===== src/rtl/board_tile_renderer.sv =====
// Tile renderer for stacked Battleship boards with double-buffered per-cell state.
// Optional cursor highlight and blink enabled by defining BOARD_TILE_RENDERER_CURSOR_EN.
module board_tile_renderer #(
    parameter int unsigned NUM_BOARDS     = 2,
    parameter int unsigned GRID_N         = 10,
    parameter int unsigned CELL_PITCH     = 16,
    parameter int unsigned BOARD_OFFSET_X = 234,
    parameter int unsigned BOARD_OFFSET_Y = 67,
    parameter int unsigned BOARD_GAP_Y    = 0,
    parameter int unsigned BLINK_FRAMES   = 15
) (
    input  logic       vga_clk,
    input  logic       rst,
    input  logic [9:0] next_x,
    input  logic [9:0] next_y,
    input  logic       wr_en,
    input  logic [1:0] wr_board,
    input  logic [3:0] wr_row,
    input  logic [3:0] wr_col,
    input  logic [1:0] wr_state,
    input  logic       clr_en,
    input  logic [1:0] clr_board,
    input  logic       cursor_on,
    input  logic [1:0] cursor_board,
    input  logic [3:0] cursor_row,
    input  logic [3:0] cursor_col,
    output logic [7:0] r_in,
    output logic [7:0] g_in,
    output logic [7:0] b_in,
    output logic       frame_start,
    output logic       wr_err
);

    localparam int unsigned BOARD_PX     = GRID_N * CELL_PITCH + 1;
    localparam int unsigned BOARD_STRIDE = BOARD_PX + BOARD_GAP_Y;
    localparam int unsigned PITCH_SH     = $clog2(CELL_PITCH);
    localparam int unsigned BOARD_CELLS  = GRID_N * GRID_N;
    localparam int unsigned CELLS        = NUM_BOARDS * BOARD_CELLS;
    localparam int unsigned IW           = $clog2(CELLS);

    logic [1:0]    shadow_q [CELLS];
    logic [1:0]    shadow_d [CELLS];
    logic [1:0]    live_q   [CELLS];
    logic          commit;
    logic          wr_ok;
    logic          clr_ok;
    logic [IW-1:0] wr_idx;

    assign commit = (next_x == 10'd0) && (next_y == 10'd0);
    assign wr_ok  = ({1'b0, wr_board} < 3'(NUM_BOARDS)) && ({1'b0, wr_row} < 5'(GRID_N)) &&
                    ({1'b0, wr_col} < 5'(GRID_N));
    assign clr_ok = clr_en && ({1'b0, clr_board} < 3'(NUM_BOARDS));
    assign wr_idx = IW'((32'(wr_board) * GRID_N + 32'(wr_row)) * GRID_N + 32'(wr_col));

    // Clear is applied after the write so it wins on the same board.
    always_comb begin
        for (int i = 0; i < CELLS; i++) begin
            shadow_d[i] = shadow_q[i];
            if (wr_en && wr_ok && (wr_idx == IW'(i))) shadow_d[i] = wr_state;
            if (clr_ok && (clr_board == 2'(i / BOARD_CELLS))) shadow_d[i] = 2'd0;
        end
    end

    always_ff @(posedge vga_clk) begin
        if (rst) begin
            for (int i = 0; i < CELLS; i++) begin
                shadow_q[i] <= 2'd0;
                live_q[i]   <= 2'd0;
            end
        end else begin
            shadow_q <= shadow_d;
            if (commit) live_q <= shadow_d;
        end
    end

`ifdef BOARD_TILE_RENDERER_CURSOR_EN
    localparam int unsigned BW = $clog2(BLINK_FRAMES + 1);

    logic          cur_on_q;
    logic [1:0]    cur_board_q;
    logic [3:0]    cur_row_q;
    logic [3:0]    cur_col_q;
    logic          blink_on_q;
    logic [BW-1:0] blink_cnt_q;

    always_ff @(posedge vga_clk) begin
        if (rst) begin
            cur_on_q    <= 1'b0;
            cur_board_q <= 2'd0;
            cur_row_q   <= 4'd0;
            cur_col_q   <= 4'd0;
            blink_on_q  <= 1'b1;
            blink_cnt_q <= '0;
        end else if (commit) begin
            cur_on_q    <= cursor_on;
            cur_board_q <= cursor_board;
            cur_row_q   <= cursor_row;
            cur_col_q   <= cursor_col;
            if (blink_cnt_q == BW'(BLINK_FRAMES - 1)) begin
                blink_cnt_q <= '0;
                blink_on_q  <= ~blink_on_q;
            end else begin
                blink_cnt_q <= blink_cnt_q + 1'b1;
            end
        end
    end
`else
    logic cursor_unused;
    assign cursor_unused = ^{cursor_on, cursor_board, cursor_row, cursor_col, 1'(BLINK_FRAMES)};
`endif

    int unsigned   lx;
    int unsigned   ly;
    int unsigned   bsel;
    int unsigned   cell_row;
    int unsigned   cell_col;
    logic          in_board;
    logic          on_line;
    logic [IW-1:0] pix_idx;
    logic [7:0]    colour;
    logic [23:0]   rgb_d;

    always_comb begin
        in_board = 1'b0;
        bsel     = 0;
        ly       = 0;
        lx       = 32'(next_x) - BOARD_OFFSET_X;
        if ((32'(next_x) >= BOARD_OFFSET_X) && (32'(next_x) < BOARD_OFFSET_X + BOARD_PX)) begin
            for (int b = 0; b < NUM_BOARDS; b++) begin
                if ((32'(next_y) >= BOARD_OFFSET_Y + b * BOARD_STRIDE) &&
                    (32'(next_y) < BOARD_OFFSET_Y + b * BOARD_STRIDE + BOARD_PX)) begin
                    in_board = 1'b1;
                    bsel     = b;
                    ly       = 32'(next_y) - (BOARD_OFFSET_Y + b * BOARD_STRIDE);
                end
            end
        end
        cell_row = ly >> PITCH_SH;
        cell_col = lx >> PITCH_SH;
        on_line  = ((lx & (CELL_PITCH - 1)) == 0) || ((ly & (CELL_PITCH - 1)) == 0);
        pix_idx  = IW'((bsel * GRID_N + cell_row) * GRID_N + cell_col);
        case (live_q[pix_idx])
            2'd0:    colour = 8'h03;
            2'd1:    colour = 8'h92;
            2'd2:    colour = 8'hFF;
            default: colour = 8'hE0;
        endcase
        if (on_line) colour = 8'h00;
`ifdef BOARD_TILE_RENDERER_CURSOR_EN
        if (!on_line && cur_on_q && blink_on_q && (bsel == 32'(cur_board_q)) &&
            (cell_row == 32'(cur_row_q)) && (cell_col == 32'(cur_col_q))) colour = 8'hFC;
`endif
        if (!in_board) rgb_d = 24'hFFFFFF;
        else           rgb_d = {colour[7:5], 5'b0, colour[4:2], 5'b0, colour[1:0], 6'b0};
    end

    always_ff @(posedge vga_clk) begin
        if (rst) begin
            r_in        <= 8'h00;
            g_in        <= 8'h00;
            b_in        <= 8'h00;
            frame_start <= 1'b0;
            wr_err      <= 1'b0;
        end else begin
            {r_in, g_in, b_in} <= rgb_d;
            frame_start        <= commit;
            wr_err             <= wr_en && !wr_ok;
        end
    end

endmodule


===== config.mk =====
export PLATFORM = sky130hd
export DESIGN_NAME = board_tile_renderer
export DESIGN_NICKNAME = d
export VERILOG_FILES = /design/src/rtl/board_tile_renderer.sv
export SDC_FILE = /design/constraint.sdc
export NUM_CORES = 2
export LEC_CHECK = 0
export CAP_MARGIN = 20
export CORE_MARGIN = 5
export CORE_UTILIZATION = 45
export DETAILED_ROUTE_END_ITERATION = 10
export GPL_TIMING_DRIVEN = 1
export SYNTH_ARGS = -nofsm -noshare
export SYNTH_HDL_FRONTEND = slang
export SYNTH_SLANG_ARGS = --single-unit
export TNS_END_PERCENT = 50

===== constraint.sdc =====
create_clock -name vga_clk -period 6.9 [get_ports vga_clk]
set_clock_uncertainty 0.15 [all_clocks]
set_input_delay 0.69 -clock vga_clk [delete_from_list [all_inputs] [get_ports vga_clk]]
set_output_delay 0.69 -clock vga_clk [all_outputs]
set_load 0.03 [all_outputs]

==> out/results.txt <==
Num rows = 99
Maxcap violations = 0
Layout cell share with drive strength beyond 1 = 8.96%
Total congestion overflow = 0
Die W = 282 um
Layout Nets = 3913
Via count = 27200
Die Ht = 282 um
Synth area leaders = dfxtp_1, mux2i_1, nand2_1
HPWL after DPL = 63300 um
Top_reg_cell synth = dfxtp_1
Period Utilization, post-route = 92.8%
Worst path slowest cell = fa_1
Hold_buf cts = 0
Mapped Area = 33200 sq um
All-Layer GR Usage = 25.2%
Reg2reg end = g_in[7]
Slew Limit Fails = 0
Drc violations = 0
H-tree levels = 3
Crit-path max FO = 6
# fillers = 6925
CP endpoint = r_in[6]
Synth-to-Final Area Change = 15.2%
Synth Area per Inst = 8.73 sq um
CTS Root Buffer Type = clkbuf_16
Final core occ = 52.4%
Core area = 73100 sq um
Worst EP required = 7.28 ns
Number of antenna violations at the first check in global routing = 2
Syn_nets = 3899
Worst R2R Setup Slack = 3.54 ns
Crit path from = next_y[3]
RSZ-0062 raised after global routing = false
Placer Congestion = 0.864
Final worst slack = 0.498 ns
DRT Pass-1 Iters = 5
DR vias/cell = 5.61
Worst r2r path cells = 13
Worst path max stage delay = 0.51 ns
Yosys warns = 0
Final Hold Fails = 0
Number of global-route vias before repair = 25800
Post-place setup slack = -0.224 ns
F_max = 156 MHz
I/O pin count = 75
Slew HR = 13.5%
Die area = 79300 sq um
Flops & latches, synth = 809
Register area share after synthesis = 48.8%
Post-synth top area cell = dfxtp_1
Fin crit period = 6.40 ns
Top-area cell type share of the netlist area = 48.8%
CTS tree = done
Post-synth EDFFs = 0
Global-route wire length before repair = 157000 um
Worst Path Arrival = 6.78 ns
Port Buffers = 63
Pin count of the biggest net entering global routing = 202
Reg clk slew, reported paths = 0.07 ns
Starting Density = 45.4%
P_leak = 15.2 nW
Resize count post-CTS = 0
DRT antenna net count = 0
Crit path capture type = flip-flop
Post-synth cell types = 85
Maximum clock path buffer count = 3
Hold crit path type = reg2reg
DRT iter0 DRCs = 2677
Outcome = finished, final reports clean
CP startpoint kind = input pin
Fraction of registers with async set/reset = 0%
CP Class = in2reg
Slew @ Worst Pin = 1.30 ns
Post-Synthesis Cells = 3806
Final wirelength = 103000 um
CTS Buf Count = 85
RR Startpoint = live_q[84]
Wire per inst = 21.2 um
PwrDens = 294 nW/um^2
Critical Path Most Common Cell = ha_1
VDD IR max = 169 uV
WHS = 0.298 ns
Post-CTS Setup Repair Bufs = 0
Worst-Skew Late Latency = 0.64 ns
Multi-input gate area = 15900 sq um
Clk sink count = 809
Storage element area = 16200 sq um
Final Setup Violations = 0
TNS Setup = 0 ns
-- flip-flops by register name, indices dropped and copies added (netlist names) --
| register | cells |
|---|---|
| g_in | 2 |
| r_in | 3 |
| live_q | 400 |
| shadow_q | 400 |
| frame_start | 1 |
| b_in | 2 |
| wr_err | 1 |
-- routing by layer --
metal	wire length (um)	vias to the layer above	global-route usage (%)	part of all wire [%]
met3	6790	182	3.99	6.6
met1	46900	13200	35.7	46
met2	45500	873	39.3	44
met4	3540	0	9.14	3.4
li1	-	13000	-	-
met5	0	-	0	0
-- worst min path at each step --
| stage | from | end | slack [ns] | depth (start not counted) |
|---|---|---|---|---|
| floorplan | live_q[140] | live_q[140] | 0.27 | 2 |
| global placement | live_q[92] | live_q[92] | 0.28 | 2 |
| detailed placement | live_q[92] | live_q[92] | 0.29 | 2 |
| CTS | live_q[92] | live_q[92] | 0.30 | 2 |
| global route | live_q[246] | live_q[246] | 0.32 | 2 |
| finish | live_q[246] | live_q[246] | 0.30 | 2 |
-- cells by family (layout without fill, tap and decap cells) --
family | count (synthesis) | count (layout) | share of synthesized area, %
DFF | 809 | 809 | 48.8
and+or+nand+nor | 1527 | 1527 | 19.0
xor gates and xnor gates | 37 | 37 | 1.12
muxes | 460 | 460 | 14.5
adders and majority gates | 44 | 44 | 1.77
buffers and inverters | 304 | 382 | 3.84
AOI/OAI and AO/OA | 625 | 625 | 11.0
other | 0 | 2 | 0
-- cell usage after synthesis (all sizes together), types with 6 or more instances --
library cell and instances:
dfxtp 809, mux2i 439, nand4 34, mux4 16, nand2b 19, a211oi 11
and3 8, a21oi 44, inv 20, ha 39, a31oi 18, nand2 717
a21o 10, o211ai 8, and2 6, buf 87, o22ai 29, a32oi 24
nor4b 6, nand3 75, nor2 551, xor2 18, o21ai 414, nor3 56
clkbuf 197, o221ai 8, or3 12, nor2b 13, xnor2 18
-- worst max-delay path: cells and delay by family --
family	cells	cell delay (ns)
adders and majority gates	5	1.67
buffers and inverters	3	0.75
and+or+nand+nor	9	1.47
AOI/OAI and AO/OA	8	1.67
xor gates and xnor gates	3	0.52
-- power breakdown --
part | internal (mW) | switching [mW] | leakage (nW) | total (mW)
Sequential | 4.68 | 0.00477 | 6.51 | 4.68
Clock | 2.97 | 1.93 | 1.48 | 4.89
Combinational | 0.501 | 1.17 | 7.25 | 1.67
-- area by class of cell --
type / instances / area share (%)
multi-input cells: 2693 / 41.4
inverters: 20 / 0.196
diodes: 2 / 0.0131
flip-flops and latches: 809 / 42.3
clock buffers: 118 / 6.49
well taps: 959 / 3.14
repair buffers: 211 / 5.08
clock inverters: 33 / 1.32
-- placed cells by master, fill, tap and decap left out, drive strengths merged, types with 10 or more instances in the layout --
cell	n
clkinv	17
xor2	18
ha	39
nor3	56
a21o	10
clkbuf	118
mux4	16
nor2b	13
xnor2	18
nor2	551
a31oi	18
nand2	717
nand2b	19
nand3	75
mux2i	439
inv	24
dfxtp	809
a21oi	44
buf	150
a32oi	24
bufinv	12
o22ai	29
or3	12
a211oi	11
nand4	34
o21ai	414
clkdlybuf4s50	61
-- stage by stage --
step                      area, sq um  power (mW)  cells
after floorplan                 33200        5.64   3806
after global placement          35300        6.41   4692
after detailed placement        35300        6.42   4692
after CTS                       38300        11.3   4843
after global routing            38300        11.6   4843
final                           38300        11.2   4845
No activity file was read; power rests on OpenSTA's default activity.
